### config.mk
export PLATFORM = sky130hd
export DESIGN_NAME = dmem_wb_master
export DESIGN_NICKNAME = d
export VERILOG_FILES = /design/src/rtl/dmem_wb_pkg.sv /design/src/rtl/dmem_wb_lane_align.sv /design/src/rtl/dmem_wb_master.sv
export SDC_FILE = /design/constraint.sdc
export NUM_CORES = 1
export LEC_CHECK = 0
export CORE_ASPECT_RATIO = 2
export CORE_MARGIN = 10
export CORE_UTILIZATION = 47
export DETAILED_ROUTE_END_ITERATION = 8
export PLACE_DENSITY = 0.86
export SKIP_CTS_REPAIR_TIMING = 1
export SYNTH_ARGS = -nofsm -noshare
export SYNTH_HDL_FRONTEND = slang
export SYNTH_SLANG_ARGS = --single-unit
### constraint.sdc
create_clock -name wb_clk_i -period 2.35 [get_ports wb_clk_i]
set_clock_uncertainty 0.05 [all_clocks]
set_input_delay 0.47 -clock wb_clk_i [delete_from_list [all_inputs] [get_ports wb_clk_i]]
set_output_delay 0.47 -clock wb_clk_i [all_outputs]
set_load 0.01 [all_outputs]
### src/rtl/dmem_wb_pkg.sv
// Shared types and constants for the dmem-to-Wishbone master.
// Latency: none (declarations only).
// Backpressure: n/a.
//
// Holds the command/width/response encodings seen on the core port, the FSM
// state codes, the base byte-select patterns, and the alignment check used to
// decide whether a request may start a bus cycle.
package dmem_wb_pkg;

  typedef enum logic {
    CMD_READ  = 1'b0,
    CMD_WRITE = 1'b1
  } cmd_e;

  typedef enum logic [1:0] {
    W_BYTE    = 2'd0,
    W_HALF    = 2'd1,
    W_WORD    = 2'd2,
    W_INVALID = 2'd3
  } width_e;

  typedef enum logic [1:0] {
    RESP_NOTRDY = 2'd0,
    RESP_OK     = 2'd1,
    RESP_ERROR  = 2'd2
  } resp_e;

  // FSM state codes kept as plain constants so the state register stays a
  // bare logic vector.
  localparam logic [1:0] ST_IDLE     = 2'd0;
  localparam logic [1:0] ST_BUS      = 2'd1;
  localparam logic [1:0] ST_RESP_ERR = 2'd2;

  // Byte-select patterns for lane 0; shifted left by the byte offset.
  localparam logic [3:0] SEL_BYTE = 4'b0001;
  localparam logic [3:0] SEL_HALF = 4'b0011;
  localparam logic [3:0] SEL_WORD = 4'b1111;

  // A request is refused (error response, no bus cycle) when the access would
  // straddle a natural boundary or the width code is the reserved one.
  function automatic logic req_is_bad(input logic [1:0] width,
                                      input logic [1:0] off);
    logic bad;
    case (width)
      W_BYTE:  bad = 1'b0;
      W_HALF:  bad = off[0];
      W_WORD:  bad = (off != 2'b00);
      default: bad = 1'b1;
    endcase
    return bad;
  endfunction

endpackage

### src/rtl/dmem_wb_lane_align.sv
// Byte-lane steering for writes and right-justification for reads.
// Latency: purely combinational, zero cycles.
// Backpressure: none; outputs follow inputs.
//
// Ports:
//   wr_width/wr_off/wr_data -> wr_sel/wr_lanes : write-side select and data
//                                                 replicated across lanes.
//   rd_width/rd_off/rd_bus  -> rd_data         : read-side extraction,
//                                                 masked and zero-extended.
module dmem_wb_lane_align
  import dmem_wb_pkg::*;
#(
  parameter int DATA_WIDTH = 32
) (
  input  logic [1:0]            wr_width,
  input  logic [1:0]            wr_off,
  input  logic [DATA_WIDTH-1:0] wr_data,
  output logic [3:0]            wr_sel,
  output logic [DATA_WIDTH-1:0] wr_lanes,
  input  logic [1:0]            rd_width,
  input  logic [1:0]            rd_off,
  input  logic [DATA_WIDTH-1:0] rd_bus,
  output logic [DATA_WIDTH-1:0] rd_data
);

  logic [DATA_WIDTH-1:0] rd_shifted;

  // Writes: the slave only latches lanes whose select bit is set, so the
  // payload is simply replicated into every lane instead of being shifted.
  always_comb begin
    wr_sel   = SEL_WORD;
    wr_lanes = wr_data;
    case (wr_width)
      W_BYTE: begin
        wr_sel   = SEL_BYTE << wr_off;
        wr_lanes = {(DATA_WIDTH/8){wr_data[7:0]}};
      end
      W_HALF: begin
        wr_sel   = SEL_HALF << wr_off;
        wr_lanes = {(DATA_WIDTH/16){wr_data[15:0]}};
      end
      default: begin
        wr_sel   = SEL_WORD;
        wr_lanes = wr_data;
      end
    endcase
  end

  // Reads: move the addressed lane down to bit 0, then clear everything
  // above the access width.
  assign rd_shifted = rd_bus >> {rd_off, 3'b000};

  always_comb begin
    rd_data = rd_shifted;
    case (rd_width)
      W_BYTE:  rd_data = {{(DATA_WIDTH-8){1'b0}}, rd_shifted[7:0]};
      W_HALF:  rd_data = {{(DATA_WIDTH-16){1'b0}}, rd_shifted[15:0]};
      default: rd_data = rd_shifted;
    endcase
  end

endmodule

### src/rtl/dmem_wb_master.sv
// Bridges the core data-memory port to a Wishbone classic single-transfer master.
// Latency: accept edge to response is 1 + slave wait states (2 cycles vs a 1-wait RAM); errors respond 1 cycle after accept.
// Backpressure: dmem_req_ack_o is high only in IDLE; the bus side waits on wb_ack_i (or the watchdog when enabled).
//
// Optional feature macro: DMEM_WB_MASTER_TIMEOUT_EN -- when defined, a watchdog
// ends a bus cycle that sees no wb_ack_i within TIMEOUT_CYCLES and returns ERROR.
//
// Ports:
//   wb_clk_i, wb_rst_n_i             clock, asynchronous active-low reset
//   dmem_req_i/cmd/width/addr/wdata  core request (sampled only when accepted)
//   dmem_req_ack_o                   combinational accept
//   dmem_resp_o, dmem_rdata_o        one-cycle response code, held read data
//   wb_adr_o/dat_o/sel_o/we_o        registered Wishbone request fields
//   wb_cyc_o, wb_stb_o               registered cycle/strobe
//   wb_dat_i, wb_ack_i               Wishbone slave return path
module dmem_wb_master
  import dmem_wb_pkg::*;
#(
  parameter int ADDR_WIDTH     = 32,
  parameter int DATA_WIDTH     = 32,
  parameter int TIMEOUT_CYCLES = 255
) (
  input  logic                  wb_clk_i,
  input  logic                  wb_rst_n_i,
  input  logic                  dmem_req_i,
  input  logic                  dmem_cmd_i,
  input  logic [1:0]            dmem_width_i,
  input  logic [ADDR_WIDTH-1:0] dmem_addr_i,
  input  logic [DATA_WIDTH-1:0] dmem_wdata_i,
  output logic                  dmem_req_ack_o,
  output logic [DATA_WIDTH-1:0] dmem_rdata_o,
  output logic [1:0]            dmem_resp_o,
  output logic [ADDR_WIDTH-1:0] wb_adr_o,
  output logic [DATA_WIDTH-1:0] wb_dat_o,
  output logic [3:0]            wb_sel_o,
  output logic                  wb_we_o,
  output logic                  wb_cyc_o,
  output logic                  wb_stb_o,
  input  logic [DATA_WIDTH-1:0] wb_dat_i,
  input  logic                  wb_ack_i
);

  logic [1:0]            state;
  logic [1:0]            rd_off;
  logic [1:0]            rd_width;
  logic                  req_bad;
  logic [3:0]            lane_sel;
  logic [DATA_WIDTH-1:0] lane_wdat;
  logic [DATA_WIDTH-1:0] lane_rdat;
  logic                  to_hit;

  assign dmem_req_ack_o = dmem_req_i & (state == ST_IDLE);
  assign req_bad        = req_is_bad(dmem_width_i, dmem_addr_i[1:0]);

  // Write steering works on the live request; read extraction works on the
  // offset/width captured at accept, since core inputs are don't-care later.
  dmem_wb_lane_align #(
    .DATA_WIDTH (DATA_WIDTH)
  ) u_lane_align (
    .wr_width (dmem_width_i),
    .wr_off   (dmem_addr_i[1:0]),
    .wr_data  (dmem_wdata_i),
    .wr_sel   (lane_sel),
    .wr_lanes (lane_wdat),
    .rd_width (rd_width),
    .rd_off   (rd_off),
    .rd_bus   (wb_dat_i),
    .rd_data  (lane_rdat)
  );

`ifdef DMEM_WB_MASTER_TIMEOUT_EN
  localparam int TO_W = (TIMEOUT_CYCLES > 1) ? $clog2(TIMEOUT_CYCLES) : 1;

  logic [TO_W-1:0] to_cnt;

  // The counter sits at zero outside BUS, so every bus cycle starts fresh.
  // It fires on the edge that would make the TIMEOUT_CYCLES-th cycle
  // without ack, so ERROR appears TIMEOUT_CYCLES cycles after stb rises.
  assign to_hit = (state == ST_BUS) && (to_cnt == TO_W'(TIMEOUT_CYCLES - 1));

  always_ff @(posedge wb_clk_i or negedge wb_rst_n_i) begin
    if (!wb_rst_n_i) begin
      to_cnt <= '0;
    end else if (state != ST_BUS) begin
      to_cnt <= '0;
    end else if (!to_hit) begin
      to_cnt <= to_cnt + 1'b1;
    end
  end
`else
  assign to_hit = 1'b0;
`endif

  always_ff @(posedge wb_clk_i or negedge wb_rst_n_i) begin
    if (!wb_rst_n_i) begin
      state        <= ST_IDLE;
      rd_off       <= 2'b00;
      rd_width     <= 2'b00;
      dmem_rdata_o <= '0;
      dmem_resp_o  <= RESP_NOTRDY;
      wb_adr_o     <= '0;
      wb_dat_o     <= '0;
      wb_sel_o     <= 4'b0000;
      wb_we_o      <= 1'b0;
      wb_cyc_o     <= 1'b0;
      wb_stb_o     <= 1'b0;
    end else begin
      // Response code is a one-cycle pulse; rdata holds until overwritten.
      dmem_resp_o <= RESP_NOTRDY;
      case (state)
        ST_IDLE: begin
          if (dmem_req_i) begin
            if (req_bad) begin
              state <= ST_RESP_ERR;
            end else begin
              wb_adr_o <= {dmem_addr_i[ADDR_WIDTH-1:2], 2'b00};
              wb_dat_o <= lane_wdat;
              wb_sel_o <= lane_sel;
              wb_we_o  <= dmem_cmd_i;
              wb_cyc_o <= 1'b1;
              wb_stb_o <= 1'b1;
              rd_off   <= dmem_addr_i[1:0];
              rd_width <= dmem_width_i;
              state    <= ST_BUS;
            end
          end
        end

        ST_BUS: begin
          // Request fields stay untouched here so they are stable until ack.
          // An ack on the same edge as a watchdog expiry completes normally.
          if (wb_ack_i) begin
            wb_cyc_o     <= 1'b0;
            wb_stb_o     <= 1'b0;
            dmem_resp_o  <= RESP_OK;
            dmem_rdata_o <= wb_we_o ? '0 : lane_rdat;
            state        <= ST_IDLE;
          end else if (to_hit) begin
            wb_cyc_o     <= 1'b0;
            wb_stb_o     <= 1'b0;
            dmem_resp_o  <= RESP_ERROR;
            dmem_rdata_o <= '0;
            state        <= ST_IDLE;
          end
        end

        ST_RESP_ERR: begin
          dmem_resp_o  <= RESP_ERROR;
          dmem_rdata_o <= '0;
          state        <= ST_IDLE;
        end

        default: begin
          state <= ST_IDLE;
        end
      endcase
    end
  end

endmodule

Yosys cells after proc, flatten, opt, wreduce, memory -nomap -nowiden
Cells that the tools add are included.
{"block": "classes", "n_eq_ne": 8, "n_shift": 3, "muxes": 17, "n_bitwise": 2, "reduce_logical": 10}
{"operator": "$pmux 32 s2", "n": 3}
{"operator": "$mux 32", "n": 2}
{"operator": "$shr 32x5->32", "n": 1}
{"operator": "$pmux 2 s2", "n": 2}
{"operator": "$pmux 4 s2", "n": 1}
{"operator": "$eq 2x1->1 const B", "n": 3}
{"operator": "$logic_not 2->1", "n": 3}
{"operator": "$mux 2", "n": 3}
{"operator": "$ne 2x2->1 const B", "n": 3}
{"operator": "$reduce_bool 2->1", "n": 3}
{"operator": "$eq 2x2->1 const B", "n": 2}
{"operator": "$mux 1", "n": 4}
{"operator": "$reduce_and 2->1", "n": 2}
{"operator": "$reduce_and 4->1", "n": 1}
{"operator": "$shl 1x2->4 const A", "n": 1}
{"operator": "$shl 2x2->4 const A", "n": 1}
{"operator": "$pmux 1 s3", "n": 1}
{"operator": "$reduce_and 3->1", "n": 1}
{"operator": "$pmux 1 s2", "n": 1}
{"operator": "$and 1x1->1", "n": 1}
{"operator": "$not 1->1", "n": 1}
{"block": "totals", "reg_bits": 108, "elab_cells": 50}

Logic depth before layout (Yosys ltp)
{"block": "depth", "word_depth": 5, "depth_mapped": 6}

Modules after synthesis
A second synthesis with hierarchy kept.
{"block": "unflattened", "cells_unflattened": 469, "hier_area_um2": 5477.8}
{"mod": "dmem_wb_master", "n_inst": 1, "cells_each": 332, "area_per_inst_um2": 4364.2, "seq_area_each_um2": 2702.6}
{"mod": "dmem_wb_lane_align", "n_inst": 1, "cells_each": 137, "area_per_inst_um2": 1113.6, "seq_area_each_um2": 0.0}

Worst setup path before layout
No wires, ideal clock.
{"block": "synth_path", "kind": "input -> register", "start": "input port dmem_width_i[0]", "end": "register wb_dat_o[15]", "setup_time_ps": 125, "arrival_time_ps": 1526, "t_required_ps": 2175, "path_slack_ps": 648, "cell_stages": 4, "n_path_buf": 1, "cell_sequence": "buf_2 > nor2_2 > mux2_2 > mux2_4"}
{"block": "synth_between", "elab_chain_cells": 4, "word_cells_on_any_way": 7}
{"item": "start, declared", "line": "dmem_wb_master.sv:27", "text": "input logic [1:0] dmem_width_i,"}
{"item": "$eq 2x2->1 (tied with other cells)", "line": "dmem_wb_pkg.sv:44", "text": "case (width)"}
{"item": "$pmux 1 s3", "line": "dmem_wb_pkg.sv:44"}
{"item": "$not 1->1 (no line)"}
{"item": "$reduce_and 3->1 (no line)"}
{"item": "end signal, assigned", "line": "dmem_wb_master.sv:117", "text": "wb_dat_o <= lane_wdat;"}
{"item": "end, declared", "line": "dmem_wb_master.sv:34", "text": "output logic [DATA_WIDTH-1:0] wb_dat_o,"}
Parallel ways exist; a longest one is shown, timed or not.
A chain may end at the register's enable or synchronous reset.

Worst setup path in the final report
{"block": "layout_path", "start": "input port dmem_width_i[1]", "end": "register wb_adr_o[31]"}
{"block": "layout_between", "elab_chain_cells": 4, "word_cells_on_any_way": 6}
{"item": "$eq 2x2->1 (tied with other cells)", "line": "dmem_wb_pkg.sv:44"}
{"item": "$pmux 1 s3 (*)", "line": "dmem_wb_pkg.sv:44"}
{"item": "$not 1->1 (no line) (*)"}
{"item": "$reduce_and 3->1 (no line) (*)"}
{"item": "end signal, assigned", "line": "dmem_wb_master.sv:116", "text": "wb_adr_o <= {dmem_addr_i[ADDR_WIDTH-1:2], 2'b00};"}
{"item": "end, declared", "line": "dmem_wb_master.sv:33", "text": "output logic [ADDR_WIDTH-1:0] wb_adr_o,"}
Mark *: on every way between the ends. The rest lies on a longest branch, timed or not.

==> flow_results.org <==
** Timing
- The number of max-slew violations in the final report was 0.
- RSZ-0062 raised after global routing :: false
- Post-route setup TNS :: 0 ns
- Setup violations remaining at the end of the flow were counted as 0.
- Minimum clock period :: 1.997 ns
- Headroom to the max-slew limit came out at 0.5662.
- Static timing analysis puts the maximum clock frequency at 0.5009 GHz.
- Final worst-path cycle share :: 0.8496
- Final Hold Vio Count :: 0
- Transition time of the tightest slew-check pin :: 0.6506 ns

** Critical path
- The critical path contains buffers and inverters numbering 2 combined.
- Required time of the worst setup path :: 2.53 ns
- Along the worst path, the maximum fanout reaches 34.
- Max stage delay cell, worst path :: clkdlybuf4s50_1
- Top cell family by delay on the critical path :: buffers and inverters
- Category of the most critical setup path :: in2reg
- Setup slack on the worst reg-to-reg path comes out at 0.43 ns.
- The endpoint identified for the worst register-to-register timing path is dmem_rdata_o[3].
- STA classifies the critical path startpoint as a primary input.
- R2R Path Start :: rd_off[0]
- Crit path capture type :: flip-flop
- On the worst path, the slowest cell contributes a delay of 0.71 ns.
- Critical path, cell by cell :: clkdlybuf4s50_1 -> o21ai_1 -> nand3_4 -> buf_12 -> mux2_4
- Measured in cells, the most critical reg-to-reg path has a length of 4.
- Critical path arrival :: 2.17 ns

** Route
- Detailed Routing Iterations Pass 1 :: 4
- For this block, the routed nets add up to 15.94 mm of wire.
- Routed length per placed instance :: 22.08 um
- The detailed router placed 3,862 vias in this run.
- The count of nets left with antenna violations once routing finished came out at 0.
- Drt initial violations :: 134
- Ratio of routed vias to standard cells :: 5.349
- After detailed routing, the number of remaining DRC violations is 0.

** Synth
- Of the post-synthesis cell area, the dominant cell type holds 0.5151.
- For this run, the number of Yosys warnings is 0.
- Counting flops with a built-in enable in the synthesized netlist gives 0.
- Synthesis produced 364 cells.
- After synthesis, the share of flip-flops with an asynchronous set or reset is 1.000.
- Post-synth top cells :: dfrtp_1 (108), mux2_4 (68), mux2i_1 (24), nand2_1 (19)
- Top FF cell, synth :: dfrtp_1
- Cell type contributing the most total cell area after synthesis :: dfrtp_1
- The synthesized netlist occupies a cell area of 5246 um2.
- Share of the yosys chip area belonging to registers :: 0.5151
- Post-synthesis average cell area :: 14.41 um2
- Yosys cell types :: 43
- Total of flip-flops plus latches after synthesis :: 108
- Yosys instantiated no cell more often than dfrtp_1.
- Ranked by total cell area, the synthesized netlist is headed by dfrtp_1 (52%), mux2_4 (19%), mux2i_1 (4.6%), mux2_2 (3.4%), a22o_1 (2.7%).

** CTS
- CTS placed an instance of clkbuf_16 at the clock tree root.
- Sinks on Clock Net :: 108
- H-tree levels :: 3
- The later pin in the worst-skew pair is clocked with a latency of 0.34 ns.
- TritonCTS built the clock tree.
- Num CTS Buffers :: 9
- Counting along the longest clock path gives a buffer depth of 2.
- Worst-path clk slew :: 0.08 ns

** GRT
- Grt total ovfl :: 0
- In the global route stage, overall resource usage came out at 0.1955.
- The first global-routing pass estimated 24.54 mm of wire.
- Entering global routing, the biggest net connects 52 pins.
- Number of antenna violations at the first check in global routing :: 0
- The via count of the first global-routing pass was 4,318.

** Pwr
- Across the VDD grid, the largest voltage drop is 524.3 uV.
- Total power consumption of the routed design :: 7.052 mW
- Power density relative to cell area :: 903.1 nW/um2
- Cell leakage power :: 3.566 nW

** Place
- The placed instances occupy a cell area of 7501 um2.
- The congestion estimate from routability-driven global placement came to 0.8630.
- Port Buffers :: 206
- Detailed placement finished with a half-perimeter wire length of 12.56 mm.

** Final layout
- At the end of the flow, the number of nets in the layout was 680.
- Total non-filler cell area in the finished layout :: 7809 um2
- Of the cells placed in the final design, the portion with a size suffix greater than 1 is 0.2268.
- Antenna diodes :: 0
- Area grow syn2layout :: 48.84%

** Floorplan
- For this configuration, the core starts out at a cell density of 0.4793.
- The region available for standard cell placement spans 10,950 um2.
- Die span in y :: 169.4 um
- I/O pins :: 209
- Row count :: 54
- The die covers 16,040 um2.
- Measured along the x axis, the die boundary spans 94.71 um.

** Worst hold path
- Worst Hold Class :: in2async

** Status
- Result of the run :: finished clean

** Flow run
- Max-cap violation count :: 0
==> worst register-to-register path: cells and delay by family (launching register included) <==
kind | cells | cell delay (ns)
flops | 1 | 0.76
simple gates | 1 | 0.08
compound gates | 1 | 0.25
buf+inv | 1 | 0.36
mux | 1 | 0.31
==> area by class of cell <==
| cell class | instances | area [um2] |
|---|---|---|
| clock buffer | 9 | 225.2 |
| clock inverter | 7 | 80.08 |
| fill | 783 | 3137 |
| inverter | 1 | 3.754 |
| multi-input combinational | 229 | 2345 |
| sequential | 108 | 2703 |
| tap | 140 | 175.2 |
| timing repair buffer | 228 | 2277 |
==> through the flow <==
step                std cells  worst slack, ns  utilization  hold WS (ns)
floorplan                 365           0.6484            -        0.1244
global placement          706         -0.01599       0.6853        0.3980
detailed placement        706         -0.02600       0.6853        0.4077
CTS                       722         -0.01495       0.7132       0.03007
global route              722           0.3000       0.7134       0.04479
finish                    722           0.3535       0.7134       0.01766
==> flip-flops by register name, summed over array words and instances, names as in the netlist <==
register      cells
state             2
dmem_rdata_o     32
wb_sel_o          4
wb_adr_o         30
wb_stb_o          1
wb_dat_o         32
rd_width          2
dmem_resp_o       2
wb_we_o           1
rd_off            2
==> power breakdown <==
part | total [mW] | switching (mW) | internal (mW)
registers | 2.72 | 0.368 | 2.35
logic | 2.81 | 1.04 | 1.77
clock network | 1.53 | 0.766 | 0.760
total | 7.05 | 2.18 | 4.88
==> how the worst max path moves through the flow <==
| stage | start | to | depth (start not counted) |
|---|---|---|---|
| after floorplan | dmem_width_i[0] | wb_dat_o[15] | 4 |
| after global placement | dmem_req_i | dmem_req_ack_o | 3 |
| after detailed placement | dmem_width_i[1] | wb_adr_o[7] | 5 |
| after CTS | dmem_req_i | dmem_req_ack_o | 3 |
| after global routing | dmem_width_i[1] | wb_adr_o[31] | 5 |
| final | dmem_width_i[1] | wb_adr_o[31] | 5 |
==> routing by layer <==
| metal | global-route usage | up-vias | part of all wire |
|---|---|---|---|
| met3 | 0.04564 | 32 | 0.058 |
| met1 | 0.2093 | 1919 | 0.37 |
| met4 | 0.07984 | 0 | 0.032 |
| li1 | - | 1763 | - |
| met2 | 0.3526 | 148 | 0.54 |
| met5 | 0 | - | 0 |
==> cells in the final DEF, fill, tap and decap left out, drive strengths merged, types with 3 or more instances in the layout <==
master / instances
nand2: 19
mux2i: 24
a32o: 8
a21oi: 3
o21ai: 12
clkinv: 3
dfrtp: 108
o2bb2ai: 15
clkdlybuf4s50: 204
a211o: 8
nor2: 4
clkbuf: 9
mux2: 84
nor2b: 9
a22o: 16
inv: 4
buf: 23
==> kinds of logic after synthesis <==
| kind of cell | after synthesis | share of synthesized area |
|---|---|---|
| flip-flops | 108 | 0.5151 |
| multiplexers | 108 | 0.2747 |
| AO/OA/AOI/OAI | 70 | 0.1085 |
| buffers and inverters | 28 | 0.03863 |
| AND/OR/NAND/NOR | 48 | 0.06058 |
| other | 1 | 0.0007148 |
| XOR/XNOR | 1 | 0.001670 |
Power figures use the tool's default switching activity.
